File: src/rtl/spi_pkg.sv
// Shared definitions for the SPI master controller.
//   OP_*        : command opcodes carried in the top two bits of every frame
//   FRAME_W     : serial frame width {op, byte}
//   DATA_W      : payload / read-back byte width
//   CNT_W       : width of the shared bit counter (covers SHIFT and READ)
//   state_t     : controller FSM encoding, also exported on the debug port
package spi_pkg;

    localparam logic [1:0] OP_WR_ADDR = 2'b00;
    localparam logic [1:0] OP_WR_DATA = 2'b01;
    localparam logic [1:0] OP_RD_ADDR = 2'b10;
    localparam logic [1:0] OP_RD_DATA = 2'b11;

    localparam int FRAME_W = 10;
    localparam int DATA_W  = 8;
    localparam int CNT_W   = 4;

    // Last counter value in SHIFT (bit 0 of the frame) and in READ (the
    // finishing cycle after the eighth MISO sample).
    localparam logic [CNT_W-1:0] SHIFT_LAST = CNT_W'(FRAME_W - 1);
    localparam logic [CNT_W-1:0] READ_LAST  = CNT_W'(DATA_W);

    typedef enum logic [2:0] {
        ST_IDLE  = 3'd0,
        ST_START = 3'd1,
        ST_SHIFT = 3'd2,
        ST_WAIT  = 3'd3,
        ST_READ  = 3'd4,
        ST_GAP   = 3'd5
    } state_t;

endpackage

File: src/rtl/spi_shift_reg.sv
// Datapath shifters for the SPI master.
//   clk, rst   : system clock, synchronous active-high reset
//   load       : capture load_word into the TX shifter (also clears RX)
//   load_word  : {op, byte} frame word
//   tx_shift   : advance the TX shifter one bit (MSB out first)
//   tx_bit     : current MSB of the TX shifter
//   rx_shift   : shift rx_bit into the RX byte from the right
//   rx_bit     : serial input bit (MISO)
//   rx_byte    : captured byte, first bit shifted in ends up in bit 7
module spi_shift_reg
    import spi_pkg::*;
(
    input  logic               clk,
    input  logic               rst,
    input  logic               load,
    input  logic [FRAME_W-1:0] load_word,
    input  logic               tx_shift,
    output logic               tx_bit,
    input  logic               rx_shift,
    input  logic               rx_bit,
    output logic [DATA_W-1:0]  rx_byte
);

    logic [FRAME_W-1:0] tx_q;

    always_ff @(posedge clk) begin
        if (rst) begin
            tx_q    <= '0;
            rx_byte <= '0;
        end else begin
            if (load) begin
                tx_q    <= load_word;
                rx_byte <= '0;
            end else begin
                if (tx_shift) begin
                    tx_q <= {tx_q[FRAME_W-2:0], 1'b0};
                end
                // Only enabled in READ, so an undriven MISO never reaches rx_byte.
                if (rx_shift) begin
                    rx_byte <= {rx_byte[DATA_W-2:0], rx_bit};
                end
            end
        end
    end

    assign tx_bit = tx_q[FRAME_W-1];

endmodule

File: src/rtl/spi_master_ctrl.sv
// Host-side SPI initiator: takes one {op, byte} command at a time, sends it
// as a 10-bit MSB-first frame under SS_n, and for RD_DATA frames captures
// eight MISO bits and returns them on a one-cycle response strobe.
//   clk, rst   : system clock, synchronous active-high reset
//   cmd_valid  : command offered; cmd_ready high only while IDLE
//   cmd_op     : 00 WR_ADDR, 01 WR_DATA, 10 RD_ADDR, 11 RD_DATA
//   cmd_data   : address/data byte (shifted out even for RD_DATA)
//   rsp_valid  : one-cycle pulse when an RD_DATA byte is available
//   rsp_data   : last captured MISO byte, held until the next rsp_valid
//   busy       : high from accept until the inter-frame gap has elapsed
//   SS_n, MOSI : registered slave select (active low) and serial data out
//   MISO       : serial data from the slave, sampled only in READ
//   state_dbg  : current FSM state
// Handshake: a command transfers on a rising edge where cmd_valid && cmd_ready;
// cmd_op/cmd_data are sampled only at that edge and never again mid-frame.
module spi_master_ctrl
    import spi_pkg::*;
#(
    parameter int RD_WAIT    = 1,
    parameter int GAP_CYCLES = 2
) (
    input  logic              clk,
    input  logic              rst,
    input  logic              cmd_valid,
    output logic              cmd_ready,
    input  logic [1:0]        cmd_op,
    input  logic [DATA_W-1:0] cmd_data,
    output logic              rsp_valid,
    output logic [DATA_W-1:0] rsp_data,
    output logic              busy,
    output logic              SS_n,
    output logic              MOSI,
    input  logic              MISO,
    output state_t            state_dbg
);

    localparam int WAIT_W = (RD_WAIT > 1) ? $clog2(RD_WAIT) : 1;
    localparam int GAP_W  = (GAP_CYCLES > 1) ? $clog2(GAP_CYCLES) : 1;
    localparam logic [WAIT_W-1:0] WAIT_LAST = WAIT_W'(RD_WAIT - 1);
    localparam logic [GAP_W-1:0]  GAP_LAST  = GAP_W'(GAP_CYCLES - 1);

    state_t              state, state_n;
    logic [CNT_W-1:0]    bit_cnt, bit_cnt_n;
    logic [WAIT_W-1:0]   wait_cnt, wait_cnt_n;
    logic [GAP_W-1:0]    gap_cnt, gap_cnt_n;
    logic                rd_frame, rd_frame_n;
    logic                ss_n_q, ss_n_n;
    logic                mosi_q, mosi_n;
    logic                rsp_valid_q, rsp_valid_n;
    logic [DATA_W-1:0]   rsp_data_q, rsp_data_n;

    logic                load, tx_shift, rx_shift, tx_bit;
    logic [DATA_W-1:0]   rx_byte;

    spi_shift_reg u_shift (
        .clk       (clk),
        .rst       (rst),
        .load      (load),
        .load_word ({cmd_op, cmd_data}),
        .tx_shift  (tx_shift),
        .tx_bit    (tx_bit),
        .rx_shift  (rx_shift),
        .rx_bit    (MISO),
        .rx_byte   (rx_byte)
    );

    always_ff @(posedge clk) begin
        if (rst) begin
            state       <= ST_IDLE;
            bit_cnt     <= '0;
            wait_cnt    <= '0;
            gap_cnt     <= '0;
            rd_frame    <= 1'b0;
            ss_n_q      <= 1'b1;
            mosi_q      <= 1'b0;
            rsp_valid_q <= 1'b0;
            rsp_data_q  <= '0;
        end else begin
            state       <= state_n;
            bit_cnt     <= bit_cnt_n;
            wait_cnt    <= wait_cnt_n;
            gap_cnt     <= gap_cnt_n;
            rd_frame    <= rd_frame_n;
            ss_n_q      <= ss_n_n;
            mosi_q      <= mosi_n;
            rsp_valid_q <= rsp_valid_n;
            rsp_data_q  <= rsp_data_n;
        end
    end

    always_comb begin
        state_n     = state;
        bit_cnt_n   = bit_cnt;
        wait_cnt_n  = wait_cnt;
        gap_cnt_n   = gap_cnt;
        rd_frame_n  = rd_frame;
        ss_n_n      = ss_n_q;
        mosi_n      = mosi_q;
        rsp_valid_n = 1'b0;
        rsp_data_n  = rsp_data_q;
        load        = 1'b0;
        tx_shift    = 1'b0;
        rx_shift    = 1'b0;

        unique case (state)
            ST_IDLE: begin
                if (cmd_valid) begin
                    load       = 1'b1;
                    rd_frame_n = (cmd_op == OP_RD_DATA);
                    ss_n_n     = 1'b0;
                    mosi_n     = 1'b0;
                    state_n    = ST_START;
                end
            end
            // One quiet cycle with SS_n low before the first bit; the slave
            // uses it for its command check.
            ST_START: begin
                tx_shift  = 1'b1;
                mosi_n    = tx_bit;
                bit_cnt_n = '0;
                state_n   = ST_SHIFT;
            end
            // bit_cnt counts bits already on MOSI; bit 0 goes out when it reaches 9.
            ST_SHIFT: begin
                if (bit_cnt == SHIFT_LAST) begin
                    mosi_n = 1'b0;
                    if (rd_frame) begin
                        wait_cnt_n = '0;
                        state_n    = ST_WAIT;
                    end else begin
                        ss_n_n    = 1'b1;
                        gap_cnt_n = '0;
                        state_n   = ST_GAP;
                    end
                end else begin
                    tx_shift  = 1'b1;
                    mosi_n    = tx_bit;
                    bit_cnt_n = bit_cnt + 1'b1;
                end
            end
            ST_WAIT: begin
                if (wait_cnt == WAIT_LAST) begin
                    bit_cnt_n = '0;
                    state_n   = ST_READ;
                end else begin
                    wait_cnt_n = wait_cnt + 1'b1;
                end
            end
            // Eight sampling edges (bit_cnt 0..7), then one edge that publishes
            // the byte and releases SS_n.
            ST_READ: begin
                if (bit_cnt == READ_LAST) begin
                    rsp_valid_n = 1'b1;
                    rsp_data_n  = rx_byte;
                    ss_n_n      = 1'b1;
                    gap_cnt_n   = '0;
                    state_n     = ST_GAP;
                end else begin
                    rx_shift  = 1'b1;
                    bit_cnt_n = bit_cnt + 1'b1;
                end
            end
            ST_GAP: begin
                if (gap_cnt == GAP_LAST) begin
                    state_n = ST_IDLE;
                end else begin
                    gap_cnt_n = gap_cnt + 1'b1;
                end
            end
            default: begin
                state_n = ST_IDLE;
            end
        endcase
    end

    assign cmd_ready = (state == ST_IDLE) && !rst;
    assign busy      = (state != ST_IDLE);
    assign rsp_valid = rsp_valid_q;
    assign rsp_data  = rsp_data_q;
    assign SS_n      = ss_n_q;
    assign MOSI      = mosi_q;
    assign state_dbg = state;

endmodule

File: config.mk
export PLATFORM = sky130hd
export DESIGN_NAME = spi_master_ctrl
export DESIGN_NICKNAME = d
export VERILOG_FILES = /design/src/rtl/spi_pkg.sv /design/src/rtl/spi_shift_reg.sv /design/src/rtl/spi_master_ctrl.sv
export SDC_FILE = /design/constraint.sdc
export NUM_CORES = 1
export LEC_CHECK = 0
export CAP_MARGIN = 20
export CORE_UTILIZATION = 51
export DETAILED_ROUTE_END_ITERATION = 10
export PLACE_DENSITY = 0.83
export SYNTH_ARGS = -nofsm -noshare
export SYNTH_HDL_FRONTEND = slang
export SYNTH_HIERARCHICAL = 1
export SYNTH_SLANG_ARGS = --single-unit
File: constraint.sdc
create_clock -name clk -period 1.9 [get_ports clk]
set_input_delay 0.19 -clock clk [delete_from_list [all_inputs] [get_ports clk]]
set_output_delay 0.19 -clock clk [all_outputs]
set_load 0.005 [all_outputs]
==> results of run 1 <==
cells by family after synthesis:
kind of cell               after synthesis
AOI/OAI and AO/OA                       30
DFF                                     38
adders and majority gates                3
muxes                                   26
buffers and inverters                   20
and+or+nand+nor                         68
through the flow:
stage | std cells | instance area (µm²) | utilization [%]
2_1_floorplan | 185 | 1700 | -
3_3_place_gp | 253 | 2050 | 66.1
3_5_place_dp | 253 | 2050 | 66.1
4_1_cts | 261 | 2120 | 68.4
5_1_grt | 265 | 2160 | 69.8
6_report | 265 | 2160 | 69.8
worst max-delay path, cell delays in order (launching register included):
cell and delay, ns:
sky130_fd_sc_hd__dfxtp_4 0.40, sky130_fd_sc_hd__nor3_4 0.18, sky130_fd_sc_hd__inv_1 0.09, sky130_fd_sc_hd__nor2_1 0.09
sky130_fd_sc_hd__clkdlybuf4s50_1 0.50
what timing repair did:
item / in CTS / in global routing
hold buffers: 0 / 0
pin swaps: 0 / 1
setup endpoints to repair: 2 / 1
setup buffers: 0 / 4
gates resized for setup: 2 / 4
per-layer routing:
layer | wire [µm] | GRT usage, % | vias to the layer above
met4 | 71 | 8.64 | 0
li1 | - | - | 713
met5 | 0 | 0 | -
met2 | 1590 | 33.0 | 36
met3 | 152 | 6.71 | 8
met1 | 1530 | 24.7 | 660
final timing paths:
kind,startpoint,endpoint,slack (ns),cells after the start
setup / recovery,state_dbg[1],cmd_ready,0.11,4
hold reg to reg,rd_frame,rd_frame,0.51,2
hold / removal,cmd_data[0],u_shift/tx_q[0],0.41,3
setup reg to reg,bit_cnt[0],u_shift/rx_byte[7],0.16,8
state kept, by name, summed over array words and instances (netlist names):
signal and flops:
state_dbg 3, bit_cnt 4, SS_n 1, gap_cnt 1, rsp_data 8, MOSI 1
u_shift/tx_q 10, u_shift/rx_byte 8, rd_frame 1, rsp_valid 1
report_power, final:
part	internal, mW	total [mW]	leakage (nW)	switching (mW)
Clock	0.178	0.435	0.0343	0.257
Sequential	0.879	0.949	0.311	0.0705
Combinational	0.326	0.601	0.523	0.275
Total	1.38	1.99	0.868	0.603
area by class of cell:
type,count,area [µm²],area share [%]
inverter,9,33.8,1.56
clock buffer,6,51.3,2.37
tap,44,55.1,2.54
multi-input combinational,127,853,39.4
sequential,38,768,35.5
clock inverter,2,12.5,0.578
timing repair buffer,39,390,18.0
cells in the mapped netlist (2+ instances only):
cell,count
sky130_fd_sc_hd__ha_1,3
sky130_fd_sc_hd__nand2_1,7
sky130_fd_sc_hd__a211oi_1,9
sky130_fd_sc_hd__buf_6,2
sky130_fd_sc_hd__a21oi_1,9
sky130_fd_sc_hd__nor2b_1,14
sky130_fd_sc_hd__nor2_1,24
sky130_fd_sc_hd__buf_2,4
sky130_fd_sc_hd__inv_1,8
sky130_fd_sc_hd__clkbuf_1,5
sky130_fd_sc_hd__dfxtp_1,38
sky130_fd_sc_hd__nand3_1,5
sky130_fd_sc_hd__nand3b_1,2
sky130_fd_sc_hd__mux2i_1,26
sky130_fd_sc_hd__nor3_1,5
sky130_fd_sc_hd__o21ai_0,5
sky130_fd_sc_hd__o211ai_1,2
==> flow_summary.rst, run 1 <==
.. list-table::
   :header-rows: 1

   * - Metric
     - Value
   * - Outcome
     - complete, no violations
   * - Maximum achievable frequency
     - 560 MHz
   * - Average detailed-routed wire length per instance
     - 12.6 µm
   * - Top fanout value on the critical path
     - 11
   * - Leading cell types in the layout, fill and taps excluded
     - sky130_fd_sc_hd__dfxtp_1 (36), sky130_fd_sc_hd__clkdlybuf4s50_1 (29), sky130_fd_sc_hd__mux2i_1 (26)
   * - Total global routing overflow
     - 0
   * - Count of clock tree sinks
     - 38
   * - Setup repair after global routing missed its margin
     - no
   * - Yosys top cell by area
     - sky130_fd_sc_hd__dfxtp_1
   * - Number of H-tree branching levels
     - 2
   * - Final hold violations
     - 0
   * - Xor/xnor share of the synthesized area
     - 0%
   * - Cell leakage power
     - 0.868 nW
   * - Die Y
     - 59.7 µm
   * - Std-Cell Core Area
     - 3100 µm²
   * - Final-layout worst hold slack
     - 0.412 ns
   * - Overall fraction of global-route tracks in use
     - 20.4%
   * - Adder-cell area share of the yosys netlist
     - 2.21%
   * - Vias per cell
     - 5.35
   * - Crit path capture type
     - primary output
   * - Slew @ Worst Pin
     - ~0.31 ns
   * - Worst-path clk slew
     - 0.11 ns
   * - Ports placed on the boundary
     - 30
   * - Number of synthesized register bits
     - 38
   * - Final TNS setup
     - 0 ns
   * - Clock latency reported for the late side of the worst-skew pair
     - ~0.34 ns
   * - Multiplexer fraction of the synthesized cell area
     - 15.3%
   * - Pre-antenna DRT Iters
     - 4
   * - Dominant combinational cell family by area after synthesis
     - simple AND/OR/NAND/NOR gates
   * - Area share of the largest cell type after synthesis
     - between 40% and 50%
   * - Root cell of the clock tree
     - sky130_fd_sc_hd__clkbuf_4
   * - Count of port buffers added during placement
     - 29
   * - Area fraction in compound gates after synthesis
     - 11.4%
   * - Worst slack at placement
     - about 0.17 ns
   * - Data required time at the worst endpoint
     - about 1.7 ns
   * - Area added between synthesis and finish
     - 27.5%
   * - Number of filler cells placed in the layout
     - 269
   * - Number of synthesized flops with an enable pin
     - 0
   * - Effective utilization at floorplan
     - between 50 and 60%
   * - Clock tree skew after final layout
     - 0.00739 ns
   * - Detailed Route Iter0 Violations
     - 60
   * - DP HPWL
     - between 2 and 2.5 mm
   * - Simple logic cell fraction of the synthesized area
     - about a fifth
   * - WS Path Type
     - flop to primary output
   * - Final setup violation count
     - 0
   * - Yosys cell types
     - 34
   * - Global-route wire length before repair
     - 5.37 mm
   * - Share of flip-flops with an asynchronous set or reset after synthesis
     - 0%
   * - Gate count of the mapped netlist
     - around 190
   * - Max-cap viol count
     - 0
   * - Maximum number of pins on one net before global-route repair
     - 19
   * - FP Rows
     - 20
   * - PD cells
     - 917 nW/µm²
   * - Crit path DAT
     - 1.60 ns
   * - Initial antenna violation count
     - 0
   * - Worst min path class
     - primary input to flop
   * - Tcrit/Tclk final
     - 94.1%
   * - Max-slew headroom
     - 79.2%
   * - Vias
     - 1417
   * - GP Congestion
     - between 0.7 and 0.8
   * - Final ANT Viol Nets
     - 0
   * - Slew Limit Fails
     - 0
   * - Total design power
     - 1.99 mW
   * - Num CTS Buffers
     - 5
   * - Die Wd
     - 59.7 µm
   * - Time the final worst path needs with I/O delays and setup
     - 1.79 ns
   * - Number of inserted diodes
     - 0
   * - CP startpoint kind
     - flop
   * - Synthesized net count
     - 202
   * - Highest ir drop seen on vdd
     - 0.579 mV
   * - Sequential element share of the synthesized area
     - 44.8%
   * - WL final
     - 3.34 mm
   * - Via count of the first global-routing pass
     - 1258
   * - CTS tree
     - done
   * - Number of nets in the layout
     - about 240
   * - Final setup slack of the worst path
     - 0.113 ns
   * - DR DRC count
     - 0
   * - Primary flip-flop cell chosen by synthesis mapping
     - sky130_fd_sc_hd__dfxtp_1
   * - Post-synthesis average cell area
     - 9.18 µm²
   * - Yosys warning total
     - 6
   * - Die ar.
     - 3560 µm²
   * - Clock buffer depth
     - 2
   * - Top area cells in the synthesized netlist
     - sky130_fd_sc_hd__dfxtp_1 (45%), sky130_fd_sc_hd__mux2i_1 (15%), sky130_fd_sc_hd__nor2_1 (5.3%)
   * - Share of cells above drive strength 1
     - 11.3%
   * - Post-synthesis cell area
     - about 1700 µm²
   * - Commonest non-fill, non-tap cell in the layout
     - sky130_fd_sc_hd__dfxtp_1
No activity file was read; power rests on OpenSTA's default activity.
==> run 2: changes to the inputs <==
--- a/config.mk
+++ b/config.mk
@@ -6,6 +6,7 @@
 export NUM_CORES = 1
 export LEC_CHECK = 0
 export CAP_MARGIN = 20
+export CORE_MARGIN = 2
 export CORE_UTILIZATION = 51
 export DETAILED_ROUTE_END_ITERATION = 10
 export PLACE_DENSITY = 0.83
==> constraint.sdc (replaced) <==
create_clock -name clk -period 1.8 [get_ports clk]
set_input_delay 0.18 -clock clk [delete_from_list [all_inputs] [get_ports clk]]
set_output_delay 0.18 -clock clk [all_outputs]
set_load 0.005 [all_outputs]
==> flow_summary.rst, run 2 (same netlist as run 1, synthesis figures left out) <==
.. list-table::
   :header-rows: 1

   * - Metric
     - Value
   * - Outcome
     - complete, no violations
   * - Sequential cell area
     - 767 µm² (-0.16%)
   * - FP Rows
     - 20 (unchanged)
   * - Via count of the first global-routing pass
     - 1434 (+14%)
   * - Highest ir drop seen on vdd
     - 0.869 mV (+50%)
   * - Area added between synthesis and finish
     - 30.6%
   * - Time the final worst path needs with I/O delays and setup
     - roughly 1.7 ns
   * - Die Wd
     - 61.7 µm (+3.4%)
   * - Finished Cell Area
     - 2220 µm² (+2.4%)
   * - Total global routing overflow
     - 0 (unchanged)
   * - Final setup violation count
     - 0 (unchanged)
   * - Count of port buffers added during placement
     - 29 (unchanged)
   * - WL final
     - 3.75 mm (+12%)
   * - Max-slew headroom
     - 78.3% (-0.85 points)
   * - Final hold violations
     - 0 (unchanged)
   * - Ports placed on the boundary
     - 30 (unchanged)
   * - Commonest non-fill, non-tap cell in the layout
     - sky130_fd_sc_hd__dfxtp_1
   * - Num CTS Buffers
     - 5 (unchanged)
   * - Largest Register
     - u_shift/tx_q
   * - Area used by multi-input combinational logic
     - 860 µm² (+0.73%)
   * - CP startpoint kind
     - flop
   * - Share of cells above drive strength 1
     - 13.8% (+2.5 points)
   * - Count of clock tree sinks
     - 38 (unchanged)
   * - Worst min path class
     - primary input to flop
   * - Vias per cell
     - 5.40 (+0.95%)
   * - Final ANT Viol Nets
     - 0 (unchanged)
   * - Detailed Route Iter0 Violations
     - 84 (+40%)
   * - Flip-flop count of the largest register, all copies and words added
     - 10 (unchanged)
   * - Number of inserted diodes
     - 0 (unchanged)
   * - Clock tree skew after final layout
     - 0.00710 ns (-0.000297 ns)
   * - GP Congestion
     - 0.825 (+5.2%)
   * - Std-Cell Core Area
     - 3100 µm² (unchanged)
   * - Cell leakage power
     - 0.904 nW (+4.2%)
   * - Pre-antenna DRT Iters
     - 4 (unchanged)
   * - Maximum number of pins on one net before global-route repair
     - 19 (unchanged)
   * - Initial antenna violation count
     - 0 (unchanged)
   * - Clock latency reported for the late side of the worst-skew pair
     - 0.33 ns (about the same)
   * - Crit path DAT
     - 1.96 ns (+0.36 ns)
   * - Number of H-tree branching levels
     - 2 (unchanged)
   * - CTS tree
     - done
   * - Vias
     - 1452 (+2.5%)
   * - Clock buffer depth
     - 2 (unchanged)
   * - Slew @ Worst Pin
     - 0.323 ns (+0.0127 ns)
   * - Effective utilization at floorplan
     - 54.7% (unchanged)
   * - Die Y
     - 61.7 µm (+3.4%)
   * - Data required time at the worst endpoint
     - 2.06 ns (+0.35 ns)
   * - Worst-path clk slew
     - 0.11 ns (about the same)
   * - Number of filler cells placed in the layout
     - 248 (-7.8%)
   * - Number of nets in the layout
     - 241 (+1.7%)
   * - Total design power
     - 2.23 mW (+12%)
   * - Tcrit/Tclk final
     - 94.6%
   * - Top fanout value on the critical path
     - 11 (unchanged)
   * - Maximum achievable frequency
     - slightly below 600 MHz
   * - Crit path capture type
     - flop
   * - Max-cap viol count
     - 0 (unchanged)
   * - Final TNS setup
     - 0 ns (unchanged)
   * - DP HPWL
     - 2.57 mm (+7.9%)
   * - Die ar.
     - 3810 µm² (+6.8%)
   * - Slew Limit Fails
     - 0 (unchanged)
   * - Root cell of the clock tree
     - sky130_fd_sc_hd__clkbuf_4
   * - Final core utilization
     - 71.5% (+1.7 points)
   * - Hold_buf cts
     - 0 (unchanged)
   * - Global-route wire length before repair
     - 6.27 mm (+17%)
   * - Worst slack at placement
     - 0.117 ns (-0.0503 ns)
   * - Overall fraction of global-route tracks in use
     - 22.1% (+1.7 points)
   * - WS Path Type
     - flop to flop
   * - Final setup slack of the worst path
     - 0.0968 ns (-0.0160 ns)
   * - Placed Instance Area
     - 2080 µm² (+1.5%)
   * - DR DRC count
     - 0 (unchanged)
   * - Leading cell types in the layout, fill and taps excluded
     - sky130_fd_sc_hd__dfxtp_1 (35), sky130_fd_sc_hd__clkdlybuf4s50_1 (28), sky130_fd_sc_hd__mux2i_1 (26)
   * - PD cells
     - 1010 nW/µm² (+9.8%)
   * - Average detailed-routed wire length per instance
     - 13.9 µm (+10%)
-- run 2: layout make-up --
| cell class | instances | area share (%) |
|---|---|---|
| Timing Repair Buffer | 43 | 19.2 |
| Clock inverter | 1 | 1.35 |
| Clock buffer | 7 | 2.03 |
| Tap cell | 44 | 2.48 |
| Inverter | 9 | 1.52 |
| Multi-Input combinational cell | 127 | 38.8 |
| Sequential cell | 38 | 34.6 |
-- run 2: path summary, 6_finish.rpt --
path | end | startpoint | depth (start not counted) | slack [ns]
worst max register to register | u_shift/tx_q[0] | bit_cnt[1] | 8 | 0.1
worst min-delay path | u_shift/tx_q[0] | cmd_data[0] | 3 | 0.42
worst min register to register | rd_frame | rd_frame | 2 | 0.50
worst max-delay path | u_shift/tx_q[0] | bit_cnt[1] | 8 | 0.1
-- run 2: power by group --
group	internal, mW	switching (mW)	total [mW]
clock	0.295	0.267	0.562
combinational	0.353	0.326	0.679
sequential	0.927	0.0642	0.992
total	1.58	0.657	2.23
-- run 2: timing repair --
action                                  4_1_cts  5_1_grt
pin swaps                                     0        1
setup buffers                                 1        3
endpoints found under the setup margin        2       11
gates resized for setup                       4        7
hold endpoints to repair                      0        0
-- run 2: critical path, stage by stage, from the launching register on --
cell                       delay, ns
sky130_fd_sc_hd__dfxtp_1        0.36
sky130_fd_sc_hd__inv_1          0.09
sky130_fd_sc_hd__ha_1           0.17
sky130_fd_sc_hd__nand3b_1       0.15
sky130_fd_sc_hd__a21oi_2        0.17
sky130_fd_sc_hd__nor2_2         0.06
sky130_fd_sc_hd__buf_12         0.15
sky130_fd_sc_hd__or3b_1         0.35
sky130_fd_sc_hd__a21oi_1        0.15
-- run 2: metal layers --
layer,up-vias,track usage (%),wire length [µm]
met5,-,0,0
met4,0,8.81,61
met3,6,5.18,203
met2,41,35.5,1820
met1,688,29.0,1660
li1,717,-,-
-- run 2: per-stage QoR --
stage,hold WS [ns],cells
final,0.417,269
after detailed placement,0.469,257
after global placement,0.461,257
after global routing,0.409,269
after floorplan,0.323,185
after CTS,0.414,266
==> run 3: changes to the inputs <==
--- a/config.mk
+++ b/config.mk
@@ -6,9 +6,9 @@
 export NUM_CORES = 1
 export LEC_CHECK = 0
 export CAP_MARGIN = 20
-export CORE_MARGIN = 2
 export CORE_UTILIZATION = 51
 export DETAILED_ROUTE_END_ITERATION = 10
+export MAX_ROUTING_LAYER = met4
 export PLACE_DENSITY = 0.83
 export SYNTH_ARGS = -nofsm -noshare
 export SYNTH_HDL_FRONTEND = slang
==> flow_summary.rst, run 3 (same netlist as run 1, synthesis figures left out) <==
.. list-table::
   :header-rows: 1

   * - Metric
     - Value
   * - Worst min path class
     - primary input to flop
   * - Highest ir drop seen on vdd
     - 0.628 mV (-28%)
   * - Data required time at the worst endpoint
     - 2.01 ns (-0.05 ns)
   * - Die Wd
     - 59.7 µm (-3.2%)
   * - DR DRC count
     - 0 (unchanged)
   * - Clk pwr share
     - 25.5% (+0.3 points)
   * - Number of nets in the layout
     - 243 (+0.83%)
   * - Effective utilization at floorplan
     - 54.7% (unchanged)
   * - Average detailed-routed wire length per instance
     - 14.7 µm (+5.5%)
   * - Die ar.
     - 3560 µm² (-6.4%)
   * - Die Y
     - 59.7 µm (-3.2%)
   * - Maximum achievable frequency
     - 582 MHz (-0.83%)
   * - Final setup violation count
     - 0 (unchanged)
   * - Flip-flop count of the largest register, all copies and words added
     - 10 (unchanged)
   * - Total global routing overflow
     - 0 (unchanged)
   * - Cell Chain, Critical Path
     - inv_1, ha_1, nand3b_1, a21oi_1, nor2_1, buf_6, mux2i_2, a211oi_2
   * - Global-route wire length before repair
     - 6.18 mm (-1.4%)
   * - Via count of the first global-routing pass
     - 1402 (-2.2%)
   * - Detailed Route Iter0 Violations
     - 64 (-24%)
   * - Max-slew headroom
     - 78.9% (+0.55 points)
   * - WL final
     - 3.97 mm (+5.9%)
   * - Highest cell delay on the worst timing path
     - 0.39 ns (+0.03 ns)
   * - Max-cap viol count
     - 0 (unchanged)
   * - Crit path DAT
     - 1.93 ns (-0.03 ns)
   * - Leading cell types in the layout, fill and taps excluded
     - sky130_fd_sc_hd__dfxtp_1 (35), sky130_fd_sc_hd__clkdlybuf4s50_1 (28), sky130_fd_sc_hd__mux2i_1 (25)
   * - Vias per cell
     - 5.46 (+1.2%)
   * - Final hold violations
     - 0 (unchanged)
   * - FP Rows
     - 20 (unchanged)
   * - DP HPWL
     - 2.74 mm (+6.7%)
   * - Area added between synthesis and finish
     - 31.4%
   * - GP Congestion
     - 0.803 (-2.7%)
   * - Maximum number of pins on one net before global-route repair
     - 14 (-5)
   * - Final TNS setup
     - 0 ns (unchanged)
   * - Initial antenna violation count
     - 0 (unchanged)
   * - Vias
     - 1475 (+1.6%)
   * - Count of clock tree sinks
     - 38 (unchanged)
   * - Clock latency reported for the late side of the worst-skew pair
     - 0.32 ns (about the same)
   * - Number of inserted diodes
     - 0 (unchanged)
   * - Largest Register
     - u_shift/tx_q
   * - Tcrit/Tclk final
     - 95.4% (+0.79 points)
   * - Worst-path clk slew
     - 0.11 ns (about the same)
   * - CTS tree
     - done
   * - PD cells
     - 1030 nW/µm² (+1.9%)
   * - Final-layout worst hold slack
     - 0.393 ns (-0.0238 ns)
   * - Top fanout value on the critical path
     - 11 (unchanged)
   * - Pre-antenna DRT Iters
     - 4 (unchanged)
   * - Root cell of the clock tree
     - sky130_fd_sc_hd__clkbuf_4
   * - Number of H-tree branching levels
     - 2 (unchanged)
   * - Cell leakage power
     - 0.917 nW (+1.4%)
   * - Internal power component
     - 1.62 mW (+2.5%)
   * - Share of cells above drive strength 1
     - 15.0% (+1.3 points)
   * - Logic pwr share
     - 30.9% (+0.5 points)
   * - Num CTS Buffers
     - 5 (unchanged)
   * - Setup repair after global routing missed its margin
     - no
   * - Slowest cell on crit path
     - sky130_fd_sc_hd__dfxtp_1
   * - Count of port buffers added during placement
     - 29 (unchanged)
   * - CP startpoint kind
     - flop
   * - Relative contribution of sequential cells to total power
     - 43.6% (-0.8 points)
   * - Std-Cell Core Area
     - 3100 µm² (unchanged)
   * - Slew Limit Fails
     - 0 (unchanged)
   * - P_sw
     - 0.674 mW (+2.5%)
   * - Slew @ Worst Pin
     - 0.314 ns (-0.00821 ns)
   * - Sw frac
     - 29.4% (about the same)
   * - Ports placed on the boundary
     - 30 (unchanged)
   * - Final ANT Viol Nets
     - 0 (unchanged)
   * - Overall fraction of global-route tracks in use
     - 24.1% (+2.0 points)
   * - Top delay family on crit path
     - flip-flops
   * - Buffer and inverter count on the worst path
     - 2 (unchanged)
   * - Outcome
     - complete, no violations
   * - WS Path Type
     - flop to flop
   * - Clock tree skew after final layout
     - 0.00216 ns (-0.00493 ns)
   * - Time the final worst path needs with I/O delays and setup
     - 1.72 ns (+0.0143 ns)
   * - Commonest non-fill, non-tap cell in the layout
     - sky130_fd_sc_hd__dfxtp_1
   * - Crit path capture type
     - flop
   * - Clock buffer depth
     - 2 (unchanged)
## run 3: worst min-delay path, delay by kind of cell
family                 cells  cell delay [ns]
buffers and inverters      1             0.39
AND/OR/NAND/NOR            1             0.06
AO/OA/AOI/OAI              1             0.05
## run 3: what timing repair did
item,4_1_cts,5_1_grt
endpoints found under the setup margin,2,6
buffers inserted,2,3
gates resized for setup,5,7
pin swaps,1,1
hold buffers,0,0
hold endpoints to repair,0,0
## run 3: path summary, 6_finish.rpt
| check | to | startpoint | depth (start not counted) | slack, ns |
|---|---|---|---|---|
| worst max-delay path | u_shift/tx_q[9] | bit_cnt[1] | 8 | 0.08 |
| worst min register to register | rd_frame | rd_frame | 2 | 0.50 |
| worst min-delay path | u_shift/tx_q[0] | cmd_data[0] | 3 | 0.39 |
| worst max register to register | u_shift/tx_q[9] | bit_cnt[1] | 8 | 0.08 |
## run 3: per-layer routing
layer | wire length, µm | part of all wire (%) | vias up | GRT usage (%)
met5 | 0 | 0 | - | -
met4 | 31 | 0.78 | 0 | 9.63
met3 | 212 | 5.3 | 4 | 5.41
met2 | 2060 | 52 | 56 | 39.8
met1 | 1660 | 42 | 697 | 28.3
li1 | - | - | 718 | -
## run 3: layout make-up
type | count | area [µm²]
clock buffers | 6 | 51.3
clock inverters | 1 | 30.0
fillers | 245 | 872
inverters | 9 | 33.8
multi-input cells | 127 | 862
flip-flops and latches | 38 | 769
well taps | 44 | 55.1
repair buffers | 45 | 429
## run 3: stage by stage
step / power (mW) / std cells / cell area [µm²] / worst slack, ns / util (%)
final: 2.29 / 270 / 2230 / 0.0826 / 71.9
after global routing: 2.38 / 270 / 2230 / 0.00559 / 71.9
after CTS: 2.23 / 267 / 2190 / 0.0234 / 70.6
after detailed placement: 1.60 / 258 / 2080 / 0.0705 / 66.9
after global placement: 1.57 / 258 / 2080 / 0.142 / 66.9
after floorplan: 1.40 / 185 / 1700 / 0.211 / -
## run 3: power groups by stage
stage               clock network, mW  registers [mW]  logic, mW
global route                    0.619            1.00      0.761
finish                          0.583           0.998      0.708
CTS                             0.594           0.994      0.642
global placement                    0            1.01      0.564
floorplan                           0           0.981      0.416
detailed placement                  0            1.02      0.586
